`src/rtl/sdpb_arbiter_if.sv`:
```
// Requester and RAM-side signal bundle for sdpb_arbiter.
// The slave modport is the arbiter's view; master is the surrounding environment.
interface sdpb_arbiter_if #(
  parameter int ADDR_W = 11,
  parameter int DATA_W = 8
);
  logic              req0_valid, req1_valid;
  logic              req0_we,    req1_we;
  logic [ADDR_W-1:0] req0_addr,  req1_addr;
  logic [DATA_W-1:0] req0_wdata, req1_wdata;
  logic              req0_gnt,   req1_gnt;
  logic              req0_rvalid, req1_rvalid;
  logic [DATA_W-1:0] req0_rdata, req1_rdata;
  logic              ram_cea;
  logic [ADDR_W-1:0] ram_ada;
  logic [DATA_W-1:0] ram_din;
  logic              ram_ceb;
  logic [ADDR_W-1:0] ram_adb;
  logic              ram_oce;
  logic [DATA_W-1:0] ram_dout;

  modport slave (
    input  req0_valid, req1_valid, req0_we, req1_we,
    input  req0_addr, req1_addr, req0_wdata, req1_wdata,
    output req0_gnt, req1_gnt, req0_rvalid, req1_rvalid,
    output req0_rdata, req1_rdata,
    output ram_cea, ram_ada, ram_din, ram_ceb, ram_adb, ram_oce,
    input  ram_dout
  );

  modport master (
    output req0_valid, req1_valid, req0_we, req1_we,
    output req0_addr, req1_addr, req0_wdata, req1_wdata,
    input  req0_gnt, req1_gnt, req0_rvalid, req1_rvalid,
    input  req0_rdata, req1_rdata,
    input  ram_cea, ram_ada, ram_din, ram_ceb, ram_adb, ram_oce,
    output ram_dout
  );
endinterface

```
`src/rtl/sdpb_arbiter.sv`:
```
// Two-requester arbiter for a simple-dual-port RAM; write and read ports arbitrate independently.
// Optional same-cycle write-to-read forwarding is enabled by defining SDPB_ARB_WR_FWD_EN.
module sdpb_arbiter #(
  parameter int ADDR_W     = 11,
  parameter int DATA_W     = 8,
  parameter int FIXED_PRIO = 0
) (
  input logic           clk,
  input logic           rst,
  sdpb_arbiter_if.slave bus
);
  // Handshake: a transfer happens on a rising edge with valid=1 and gnt=1; gnt is
  // combinational, never asserts without valid, and an ungranted requester holds its
  // we/addr/wdata stable until granted.
  logic wr_c0, wr_c1, rd_c0, rd_c1;
  logic wr_pick0, rd_pick0;
  logic wr_g0, wr_g1, rd_g0, rd_g1;
  logic wr_last_q, wr_last_d;
  logic rd_last_q, rd_last_d;
  logic rd_pend_q, rd_pend_d;
  logic rd_tag_q, rd_tag_d;
  logic [DATA_W-1:0] rdata_sel;

  always_comb begin
    wr_c0 = !rst & bus.req0_valid &  bus.req0_we;
    wr_c1 = !rst & bus.req1_valid &  bus.req1_we;
    rd_c0 = !rst & bus.req0_valid & !bus.req0_we;
    rd_c1 = !rst & bus.req1_valid & !bus.req1_we;
    // Last winner 1 means req0 takes the next conflict.
    wr_pick0 = (FIXED_PRIO != 0) | wr_last_q;
    rd_pick0 = (FIXED_PRIO != 0) | rd_last_q;
    wr_g0 = wr_c0 & (!wr_c1 |  wr_pick0);
    wr_g1 = wr_c1 & (!wr_c0 | !wr_pick0);
    rd_g0 = rd_c0 & (!rd_c1 |  rd_pick0);
    rd_g1 = rd_c1 & (!rd_c0 | !rd_pick0);
    wr_last_d = (wr_g0 | wr_g1) ? wr_g1 : wr_last_q;
    rd_last_d = (rd_g0 | rd_g1) ? rd_g1 : rd_last_q;
    rd_pend_d = rd_g0 | rd_g1;
    rd_tag_d  = rd_g1;
  end

  always_ff @(posedge clk or posedge rst) begin
    if (rst) begin
      wr_last_q <= 1'b1;
      rd_last_q <= 1'b1;
      rd_pend_q <= 1'b0;
      rd_tag_q  <= 1'b0;
    end else begin
      wr_last_q <= wr_last_d;
      rd_last_q <= rd_last_d;
      rd_pend_q <= rd_pend_d;
      rd_tag_q  <= rd_tag_d;
    end
  end

`ifdef SDPB_ARB_WR_FWD_EN
  logic              fwd_hit_q, fwd_hit_d;
  logic [DATA_W-1:0] fwd_data_q, fwd_data_d;

  always_comb begin
    fwd_hit_d  = bus.ram_cea & bus.ram_ceb & (bus.ram_ada == bus.ram_adb);
    fwd_data_d = bus.ram_din;
  end

  always_ff @(posedge clk or posedge rst) begin
    if (rst) begin
      fwd_hit_q  <= 1'b0;
      fwd_data_q <= '0;
    end else begin
      fwd_hit_q  <= fwd_hit_d;
      fwd_data_q <= fwd_data_d;
    end
  end

  assign rdata_sel = fwd_hit_q ? fwd_data_q : bus.ram_dout;
`else
  assign rdata_sel = bus.ram_dout;
`endif

  assign bus.req0_gnt    = wr_g0 | rd_g0;
  assign bus.req1_gnt    = wr_g1 | rd_g1;
  assign bus.req0_rvalid = rd_pend_q & !rd_tag_q;
  assign bus.req1_rvalid = rd_pend_q &  rd_tag_q;
  assign bus.req0_rdata  = rdata_sel;
  assign bus.req1_rdata  = rdata_sel;

  assign bus.ram_cea = wr_g0 | wr_g1;
  assign bus.ram_ada = wr_g0 ? bus.req0_addr  : (wr_g1 ? bus.req1_addr  : '0);
  assign bus.ram_din = wr_g0 ? bus.req0_wdata : (wr_g1 ? bus.req1_wdata : '0);
  assign bus.ram_ceb = rd_g0 | rd_g1;
  assign bus.ram_adb = rd_g0 ? bus.req0_addr  : (rd_g1 ? bus.req1_addr  : '0);
  assign bus.ram_oce = 1'b1;
endmodule

```
`src/flat_wrapper.sv`:
```
// flat-port wrapper written by rule: the top's interface ports become plain ports
module sdpb_arbiter_flat 
#(
  parameter int ADDR_W     = 11,
  parameter int DATA_W     = 8,
  parameter int FIXED_PRIO = 0
)
  (clk, rst, bus_req0_valid, bus_req1_valid, bus_req0_we, bus_req1_we, bus_req0_addr, bus_req1_addr, bus_req0_wdata, bus_req1_wdata, bus_req0_gnt, bus_req1_gnt, bus_req0_rvalid, bus_req1_rvalid, bus_req0_rdata, bus_req1_rdata, bus_ram_cea, bus_ram_ada, bus_ram_din, bus_ram_ceb, bus_ram_adb, bus_ram_oce, bus_ram_dout);
  sdpb_arbiter_if #(.ADDR_W(ADDR_W), .DATA_W(DATA_W)) bus_i ();
  input logic clk;
  input logic rst;
  input wire logic [$bits(bus_i.req0_valid)-1:0] bus_req0_valid;
  input wire logic [$bits(bus_i.req1_valid)-1:0] bus_req1_valid;
  input wire logic [$bits(bus_i.req0_we)-1:0] bus_req0_we;
  input wire logic [$bits(bus_i.req1_we)-1:0] bus_req1_we;
  input wire logic [$bits(bus_i.req0_addr)-1:0] bus_req0_addr;
  input wire logic [$bits(bus_i.req1_addr)-1:0] bus_req1_addr;
  input wire logic [$bits(bus_i.req0_wdata)-1:0] bus_req0_wdata;
  input wire logic [$bits(bus_i.req1_wdata)-1:0] bus_req1_wdata;
  output wire logic [$bits(bus_i.req0_gnt)-1:0] bus_req0_gnt;
  output wire logic [$bits(bus_i.req1_gnt)-1:0] bus_req1_gnt;
  output wire logic [$bits(bus_i.req0_rvalid)-1:0] bus_req0_rvalid;
  output wire logic [$bits(bus_i.req1_rvalid)-1:0] bus_req1_rvalid;
  output wire logic [$bits(bus_i.req0_rdata)-1:0] bus_req0_rdata;
  output wire logic [$bits(bus_i.req1_rdata)-1:0] bus_req1_rdata;
  output wire logic [$bits(bus_i.ram_cea)-1:0] bus_ram_cea;
  output wire logic [$bits(bus_i.ram_ada)-1:0] bus_ram_ada;
  output wire logic [$bits(bus_i.ram_din)-1:0] bus_ram_din;
  output wire logic [$bits(bus_i.ram_ceb)-1:0] bus_ram_ceb;
  output wire logic [$bits(bus_i.ram_adb)-1:0] bus_ram_adb;
  output wire logic [$bits(bus_i.ram_oce)-1:0] bus_ram_oce;
  input wire logic [$bits(bus_i.ram_dout)-1:0] bus_ram_dout;
  assign bus_i.req0_valid = bus_req0_valid;
  assign bus_i.req1_valid = bus_req1_valid;
  assign bus_i.req0_we = bus_req0_we;
  assign bus_i.req1_we = bus_req1_we;
  assign bus_i.req0_addr = bus_req0_addr;
  assign bus_i.req1_addr = bus_req1_addr;
  assign bus_i.req0_wdata = bus_req0_wdata;
  assign bus_i.req1_wdata = bus_req1_wdata;
  assign bus_req0_gnt = bus_i.req0_gnt;
  assign bus_req1_gnt = bus_i.req1_gnt;
  assign bus_req0_rvalid = bus_i.req0_rvalid;
  assign bus_req1_rvalid = bus_i.req1_rvalid;
  assign bus_req0_rdata = bus_i.req0_rdata;
  assign bus_req1_rdata = bus_i.req1_rdata;
  assign bus_ram_cea = bus_i.ram_cea;
  assign bus_ram_ada = bus_i.ram_ada;
  assign bus_ram_din = bus_i.ram_din;
  assign bus_ram_ceb = bus_i.ram_ceb;
  assign bus_ram_adb = bus_i.ram_adb;
  assign bus_ram_oce = bus_i.ram_oce;
  assign bus_i.ram_dout = bus_ram_dout;
  sdpb_arbiter #(.ADDR_W(ADDR_W), .DATA_W(DATA_W), .FIXED_PRIO(FIXED_PRIO)) u_core (.clk(clk), .rst(rst), .bus(bus_i));
endmodule
```
`config.mk`:
```
export PLATFORM = sky130hd
export DESIGN_NAME = sdpb_arbiter_flat
export DESIGN_NICKNAME = d
export VERILOG_FILES = /design/src/rtl/sdpb_arbiter_if.sv /design/src/rtl/sdpb_arbiter.sv /design/src/flat_wrapper.sv
export SDC_FILE = /design/constraint.sdc
export NUM_CORES = 1
export LEC_CHECK = 0
export BUFFER_PORTS_ARGS = -buffer_cell sky130_fd_sc_hd__buf_2
export CORE_ASPECT_RATIO = 0.6
export CORE_MARGIN = 5
export CORE_UTILIZATION = 34
export CTS_CLUSTER_SIZE = 12
export DETAILED_ROUTE_END_ITERATION = 12
export GPL_ROUTABILITY_DRIVEN = 0
export PLACE_DENSITY_LB_ADDON = 0.1
export SLEW_MARGIN = 15
export SYNTH_ARGS = -nofsm -noshare
export SYNTH_HDL_FRONTEND = slang
export SYNTH_SLANG_ARGS = --single-unit
```
`constraint.sdc`:
```
create_clock -name clk -period 2.2 [get_ports clk]
set_input_delay 0.55 -clock clk [delete_from_list [all_inputs] [get_ports clk]]
set_output_delay 0.55 -clock clk [all_outputs]
set_load 0.05 [all_outputs]
```
== Word level (Yosys, flattened, before mapping) ==
Cells that the tools add are included.
Word-level totals
  register bits after elaboration: 4
  output and inout bits: 53
  word-level logic and storage cells: 40
Cells by class
  multiplexer cells: 6
  bitwise operators: 20
  reduce and logical (&&, ||, !) cells: 10
Operators by type and width (count)
  11-bit two-way mux: 4
  8-bit two-way mux: 2
  1-bit bitwise AND: 12
  1-bit logical NOT: 10
  1-bit bitwise OR: 8

== Depth between registers and ports, before layout ==
Gate-level depths: netlist of run 1.
  depth after elaboration: 8
  gate-level depth with buffers: 5
  mapped depth without buffers: 3

== Worst setup path before layout of run 1 ==
No wires, ideal clock.
  path kind: input -> output
  start point: input rst
  end point: output bus_ram_ada[10]
  arrival: 1.910 ns
  required time: 1.650 ns
  slack: -0.260 ns
  stages: 5
  path buffers: 2
  cell sequence: buf_2 inv_1 buf_2 nand2_1 o22ai_1
Between the ends
  word-level cells in the longest chain between the ends: 8
  elaborated cells on any way between the ends: 13
  those cells by class: 2 x mux; 8 x bitwise; 3 x reduce/logical
Ends and longest elaborated chain
  from (decl): RTL line flat_wrapper.sv:11  | input logic rst;
  1-bit logical NOT (*): RTL line sdpb_arbiter.sv:25, sdpb_arbiter.sv:26
  1-bit bitwise AND (2 in a row): RTL line sdpb_arbiter.sv:25  | wr_c0 = !rst & bus.req0_valid & bus.req0_we;
  1-bit logical NOT: RTL line sdpb_arbiter.sv:33  | wr_g1 = wr_c1 & (!wr_c0 | !wr_pick0);
  1-bit bitwise OR: RTL line sdpb_arbiter.sv:33
  1-bit bitwise AND: RTL line sdpb_arbiter.sv:33
  11-bit two-way mux: RTL line sdpb_arbiter.sv:88  | assign bus.ram_ada = wr_g0 ? bus.req0_addr : (wr_g1 ? bus.req1_addr : '0);
  11-bit two-way mux (*): RTL line sdpb_arbiter.sv:88
  to (decl): RTL line flat_wrapper.sv:27  | output wire logic [$bits(bus_i.ram_ada)-1:0] bus_ram_ada;
Mark *: on every way between the ends. The rest lies on a longest branch, timed or not.

== Worst setup path after layout of run 1 ==
  start point: input bus_req1_valid
  end point: output bus_ram_din[2]
Between the ends
  word-level cells in the longest chain between the ends: 6
  elaborated cells on any way between the ends: 8
  those cells by class: 2 x mux; 5 x bitwise; 1 x reduce/logical
Ends and longest elaborated chain
  from (decl): RTL line flat_wrapper.sv:13  | input wire logic [$bits(bus_i.req1_valid)-1:0] bus_req1_valid;
  1-bit bitwise AND (*) (2 in a row): RTL line sdpb_arbiter.sv:26  | wr_c1 = !rst & bus.req1_valid & bus.req1_we;
  1-bit logical NOT: RTL line sdpb_arbiter.sv:32  | wr_g0 = wr_c0 & (!wr_c1 | wr_pick0);
  1-bit bitwise OR: RTL line sdpb_arbiter.sv:32
  1-bit bitwise AND: RTL line sdpb_arbiter.sv:32
  8-bit two-way mux (*): RTL line sdpb_arbiter.sv:89  | assign bus.ram_din = wr_g0 ? bus.req0_wdata : (wr_g1 ? bus.req1_wdata : '0);
  to (decl): RTL line flat_wrapper.sv:28  | output wire logic [$bits(bus_i.ram_din)-1:0] bus_ram_din;
Marks and branches as above.

==> metrics.md, run 1 <==
| Metric | Value |
|---|---|
| Synth Register Bits | `4` |
| Largest net degree at the start of global routing | `19` |
| Skew-Pair Late Insertion Delay | `~0.22 ns` |
| Comb pwr share | `roughly three fifths` |
| Sequential cell area fraction in the yosys report | `12.5%` |
| Ant diodes | `0` |
| Antenna-violating nets left | `0` |
| CTS tree | `built` |
| Area share of the largest cell type after synthesis | `between 15 and 20%` |
| Clk slew on worst S/H paths | `roughly 0.03 ns` |
| Final WL | `3120 um` |
| Drt first pass iters | `4` |
| Vias/cell | `5.06` |
| Cell count after synthesis | `between 100 and 150` |
| Clk_skew | `0.000121 ns` |
| Root Driver | `clkbuf_8` |
| Sw Share | `46.5%` |
| Max-cap violations | `0` |
| Maximum vdd ir drop | `slightly below 200 uV` |
| Syn avg cell area | `6.71 sq um` |
| Ys Warns | `0` |
| DIE WIDTH | `between 70 and 80 um` |
| Number of global-route vias before repair | `1093` |
| Core area | `2230 sq um` |
| IO Count | `105` |
| Synth unique cells | `19` |
| Worst EP required | `1.65 ns` |
| DIE AREA | `between 3000 and 4000 sq um` |
| Crit start category | `input pin` |
| Worst Path Max Fanout | `11` |
| Vias | `1113` |
| Run status | `finished, final reports clean` |
| Die H | `48 um` |
| Starting Density | `a little under two fifths` |
| Largest cells by area after synthesis | `o22ai_1 (17%), buf_4 (17%), o32ai_2 (16%)` |
| Critical path arrival | `between 1.5 and 2 ns` |
| CTS Buf Count | `3` |
| Final Cycle Share | `about 98%` |
| Pint | `roughly 340 uW` |
| All-Layer GR Usage | `between 15 and 20%` |
| Buf/Inv on CP | `3` |
| Unrepaired setup endpoints after global routing | `true` |
| Overflow after GRT | `0` |
| Area post-placement | `roughly 1400 sq um` |
| Top Family by Delay on Critical Path | `buffers and inverters` |
| HP Class | `in2async` |
| Dominant cell type by area after synthesis | `o22ai_1` |
| Fmax | `approximately 460 MHz` |
| Rows | `13` |
| Post-Layout Inst Area | `roughly 1500 sq um` |
| CTS H-Tree Depth | `1` |
| Wire per inst | `around 14 um` |
| Reg power frac | `about 15%` |
| NetSw | `between 200 and 300 uW` |
| Pleak | `roughly 0.00074 uW` |
| Most common cell on crit path | `buf_2` |
| Crit path cell chain | `buf_2 -> nand2_1 -> a31o_1 -> buf_12 -> o32ai_2 -> buf_2` |
| Layout area overhead | `78.7%` |
| Cell Area, Synth | `~800 sq um` |
| CP Capture Type | `output port` |
| DRT iter0 DRCs | `48` |
| Clock network power share | `24.8%` |
| I/O Buffers | `between 70 and 80` |
| Initial antenna violation count | `0` |
| First-pass GRT wire length | `4620 um` |
| Clock Path Buffers | `2` |
| Sinks on Clock Net | `4` |
| Pwr dens | `440 nW/um^2` |
| Layout cells sized above 1 | `68.4%` |
| Critical Path Max Stage Delay | `around 0.3 ns` |
| Nets | `244` |
| Clock period minus worst slack | `2.15 ns` |
| Worst hold slack | `0.371 ns` |
| Final setup vio count | `0` |
| WS Path Type | `in2out` |
| Buffer count from post-CTS setup fixing | `0` |
| Final hold vios | `0` |
| HPWL Detailed | `2570 um` |
| DRC | `0` |
| Mapped Nets | `174` |
| Slowest-stage cell, CP | `buf_2` |
| Slew Limit Fails | `0` |
## flip-flops by register name (all words and copies together) (netlist names)
name	cells
u_core.rd_last_q	1
u_core.rd_pend_q	1
u_core.rd_tag_q	1
u_core.wr_last_q	1
## timing repair
action	CTS	global route
resized for setup	0	35
hold endpoints to repair	0	0
hold buffers	0	0
setup endpoints to repair	0	24
## logic make-up after synthesis
family | after synthesis | share of synthesized area (%)
and+or+nand+nor | 37 | 18.2
DFF | 4 | 12.5
AOI/OAI and AO/OA | 42 | 41.7
buffers and inverters | 38 | 27.1
other | 1 | 0.458
## metal layers
layer / track usage [%] / vias up / routed length (um)
li1: - / 551 / -
met1: 19.1 / 514 / 1230
met2: 32.5 / 46 / 1630
met3: 4.19 / 2 / 256
met4: 1.44 / 0 / 4
met5: 0 / - / 0
## area by class of cell
type,count,area [sq um]
fill,202,766
timing repair buffer,93,591
multi-input combinational,80,653
tap,30,37.5
sequential,4,103
clock buffer,3,41.3
inverter,10,37.5
## power by group through the flow
stage	clock network (uW)	logic (uW)	registers, uW
after global placement	0	367	98.1
after global routing	168	409	101
after CTS	163	373	97.5
final	160	384	99.4
after detailed placement	0	371	98.3
after floorplan	0	341	95.4
## path summary, 6_finish.rpt
path                                                    from                           end  slack (ns)  cells past startpoint
worst max-delay path                          bus_req1_valid                bus_ram_din[2]        0.05                      6
worst min-delay path                                     rst    u_core.rd_pend_q$_DFF_PP0_        0.37                      3
worst max register to register  u_core.rd_last_q$_DFFE_PP1P_  u_core.rd_last_q$_DFFE_PP1P_        0.99                      4
worst min register to register  u_core.rd_last_q$_DFFE_PP1P_  u_core.rd_last_q$_DFFE_PP1P_        0.52                      2
max in group asynchronous                                rst  u_core.rd_last_q$_DFFE_PP1P_        1.59                      3
min in group clk                u_core.rd_last_q$_DFFE_PP1P_  u_core.rd_last_q$_DFFE_PP1P_        0.52                      2
## worst min-delay path: cells and delay by family
| family | cells | cell delay (ns) |
|---|---|---|
| buffers and inverters | 3 | 0.39 |
## placed cells by master, fill, tap and decap left out
master and count:
nor2b_1 1, clkbuf_4 4, buf_6 2, o22ai_1 2
o31ai_1 1, o32ai_4 1, buf_2 61, buf_4 23
nand2_1 32, nand2b_1 2, nor2_1 1, o21ai_0 3
dfrtp_1 2, inv_1 10, o21bai_4 1, buf_12 3
a21oi_2 3, o32ai_2 7, clkbuf_8 3, dfstp_2 2
a21oi_1 1, and2_1 1, conb_1 1, a31o_1 1
o21bai_1 2, o22ai_2 20
## stage by stage
stage | cells | setup TNS, ns | util [%] | power (uW) | setup WS, ns
2_1_floorplan | 122 | -1.24 | - | 437 | -0.260
3_3_place_gp | 217 | 0 | 61.1 | 465 | 0.0302
3_5_place_dp | 217 | 0 | 61.1 | 470 | 0.00715
4_1_cts | 220 | 0 | 62.9 | 633 | 0.00433
5_1_grt | 220 | -0.0320 | 65.6 | 679 | -0.0242
6_report | 220 | 0 | 65.6 | 644 | 0.0480
## cells in the mapped netlist
master,count
buf_4,18
nand2b_1,2
inv_1,10
o31ai_1,1
dfstp_2,2
a21oi_1,4
buf_2,9
dfrtp_1,2
a31o_1,1
o21bai_1,3
conb_1,1
o32ai_2,8
o22ai_1,22
nor2b_1,1
nor2_1,1
nand2_1,32
clkbuf_1,1
and2_1,1
o21ai_0,3
Note: power is estimated with default switching activity, not from simulation.
==> run 2, diff against run 1 <==
--- a/config.mk
+++ b/config.mk
@@ -13,6 +13,7 @@
 export DETAILED_ROUTE_END_ITERATION = 12
 export GPL_ROUTABILITY_DRIVEN = 0
 export PLACE_DENSITY_LB_ADDON = 0.1
+export RECOVER_POWER = 25
 export SLEW_MARGIN = 15
 export SYNTH_ARGS = -nofsm -noshare
 export SYNTH_HDL_FRONTEND = slang
==> metrics.md, run 2 (same netlist as run 1, synthesis figures left out) <==
| Metric | Value |
|---|---|
| HPWL Detailed | `2570 um (unchanged)` |
| Initial antenna violation count | `0 (unchanged)` |
| Layout cells sized above 1 | `67.4% (was 68.4%)` |
| Drt first pass iters | `4 (unchanged)` |
| PnR worst setup slack | `0.0480 ns (about the same)` |
| Antenna-violating nets left | `0 (unchanged)` |
| FILL cells | `205 (was 202)` |
| WS Path Type | `in2out (unchanged)` |
| CTS H-Tree Depth | `1 (unchanged)` |
| Critical Path Max Stage Delay | `0.30 ns (about the same)` |
| Number of global-route vias before repair | `1093 (unchanged)` |
| Cts repair resizes | `0 (unchanged)` |
| Most frequent cells in the layout | `buf_2 (60), nand2_1 (32), buf_4 (23), o22ai_2 (20), inv_1 (10) (was buf_2 (61), nand2_1 (32), buf_4 (23), o22ai_2 (20), inv_1 (10))` |
| Die H | `48 um (unchanged)` |
| Slew Limit Fails | `0 (unchanged)` |
| CTS tree | `built (unchanged)` |
| Skew-Pair Late Insertion Delay | `0.22 ns (about the same)` |
| Clock Path Buffers | `2 (unchanged)` |
| All-Layer GR Usage | `16.5% (unchanged)` |
| Overflow after GRT | `0 (unchanged)` |
| Reg2reg setup slack | `0.99 ns (about the same)` |
| Worst hold slack | `0.361 ns (was 0.371 ns)` |
| Clk_skew | `0.000119 ns (was 0.000121 ns)` |
| Final setup vio count | `0 (unchanged)` |
| Sinks on Clock Net | `4 (unchanged)` |
| Maximum vdd ir drop | `218 uV (was 193 uV)` |
| Root Driver | `clkbuf_8 (unchanged)` |
| Ant diodes | `0 (unchanged)` |
| Worst Path Max Fanout | `11 (unchanged)` |
| Overall power | `642 uW (was 644 uW)` |
| DRT iter0 DRCs | `46 (was 48)` |
| Most common cell after layout, fill and taps aside | `buf_2 (unchanged)` |
| Max-cap violations | `0 (unchanged)` |
| Slowest-stage cell, CP | `buf_2 (unchanged)` |
| Most common cell on crit path | `buf_2 (unchanged)` |
| Worst EP required | `1.65 ns (about the same)` |
| CTS Buf Count | `3 (unchanged)` |
| HP Class | `in2async (unchanged)` |
| I/O Buffers | `79 (unchanged)` |
| Unrepaired setup endpoints after global routing | `true (unchanged)` |
| DRC | `0 (unchanged)` |
| Buffer count from post-CTS setup fixing | `0 (unchanged)` |
| DIE AREA | `3520 sq um (unchanged)` |
| Worst Reg2Reg Path Length in Cells | `4 (unchanged)` |
| Crit start category | `input pin (unchanged)` |
| Rows | `13 (unchanged)` |
| Pwr dens | `441 nW/um^2 (was 440 nW/um^2)` |
| Buf/Inv on CP | `3 (unchanged)` |
| Final Cycle Share | `97.8% (about the same)` |
| First-pass GRT wire length | `4620 um (unchanged)` |
| FF-to-FF Start | `u_core.rd_last_q$_DFFE_PP1P_ (unchanged)` |
| Largest net degree at the start of global routing | `19 (unchanged)` |
| DIE WIDTH | `73.3 um (unchanged)` |
| Core area | `2230 sq um (unchanged)` |
| Clock period minus worst slack | `2.15 ns (about the same)` |
| # hold bufs at CTS | `0 (unchanged)` |
| Starting Density | `36.7% (unchanged)` |
| Pleak | `0.000737 uW (was 0.000740 uW)` |
| Clk slew on worst S/H paths | `0.03 ns (about the same)` |
| Top Family by Delay on Critical Path | `buffers and inverters (unchanged)` |
| Run status | `finished, final reports clean (unchanged)` |
| Vias | `1113 (unchanged)` |
| Final WL | `3120 um (about the same)` |
| Vias/cell | `5.06 (unchanged)` |
| Critical path arrival | `1.60 ns (about the same)` |
| Crit path cell chain | `buf_2 -> nand2_1 -> a31o_1 -> buf_12 -> o32ai_2 -> buf_2 (unchanged)` |
| Final hold vios | `0 (unchanged)` |
| Layout area overhead | `78.1% (was 78.7%)` |
| Post-Place Worst Slack | `0.00715 ns (unchanged)` |
| Fmax | `465 MHz (about the same)` |
| Reg2reg end | `u_core.rd_last_q$_DFFE_PP1P_ (unchanged)` |
| Nets | `244 (unchanged)` |
| CP Capture Type | `output port (unchanged)` |
| IO Count | `105 (unchanged)` |
| Wire per inst | `14.2 um (about the same)` |
run 2: cell types whose count changed in the layout (fill, tap and decap cells not counted):
cell      previous run  this run
a21oi_1              1         2
a21oi_2              3         2
clkbuf_1             0         1
buf_2               61        60
run 2: layout make-up:
type | count | area (sq um) | share of cell area (%)
well taps | 30 | 37.5 | 2.58
repair buffers | 93 | 589 | 40.4
flip-flops and latches | 4 | 103 | 7.04
inverters | 10 | 37.5 | 2.58
clock buffers | 3 | 41.3 | 2.83
multi-input cells | 80 | 649 | 44.5
run 2: worst max path at each step:
stage	start	endpoint	depth (start not counted)
floorplan	rst	bus_ram_ada[10]	5
global placement	bus_req1_valid	bus_ram_ada[0]	7
detailed placement	bus_req1_we	bus_req1_gnt	6
CTS	bus_req1_we	bus_req1_gnt	6
global route	bus_req0_we	bus_ram_adb[10]	6
finish	bus_req1_valid	bus_ram_din[2]	6
run 2: stage by stage:
step                      setup TNS (ns)  area (sq um)  utilization, %  instances
final                                  0          1460            65.4        220
after global routing             -0.0320          1460            65.4        220
after CTS                              0          1400            62.9        220
after detailed placement               0          1360            61.1        217
after global placement                 0          1360            61.1        217
after floorplan                    -1.24           966               -        122
run 2: power by group:
group,internal (uW),switching (uW),total (uW)
Combinational,137,247,383
Sequential,89.7,9.70,99.4
Clock,117,42.6,160
Total,343,299,642
run 2: metal layers:
layer | routed length, um | global-route usage (%) | vias up
li1 | - | - | 553
met1 | 1270 | 19.1 | 515
met2 | 1620 | 32.5 | 43
met3 | 232 | 4.19 | 2
met4 | 4 | 1.44 | 0
met5 | 0 | 0 | -
run 2: tightest hold or removal path: cells and delay by family:
family,cells,cell delay (ns)
buffers and inverters,3,0.38
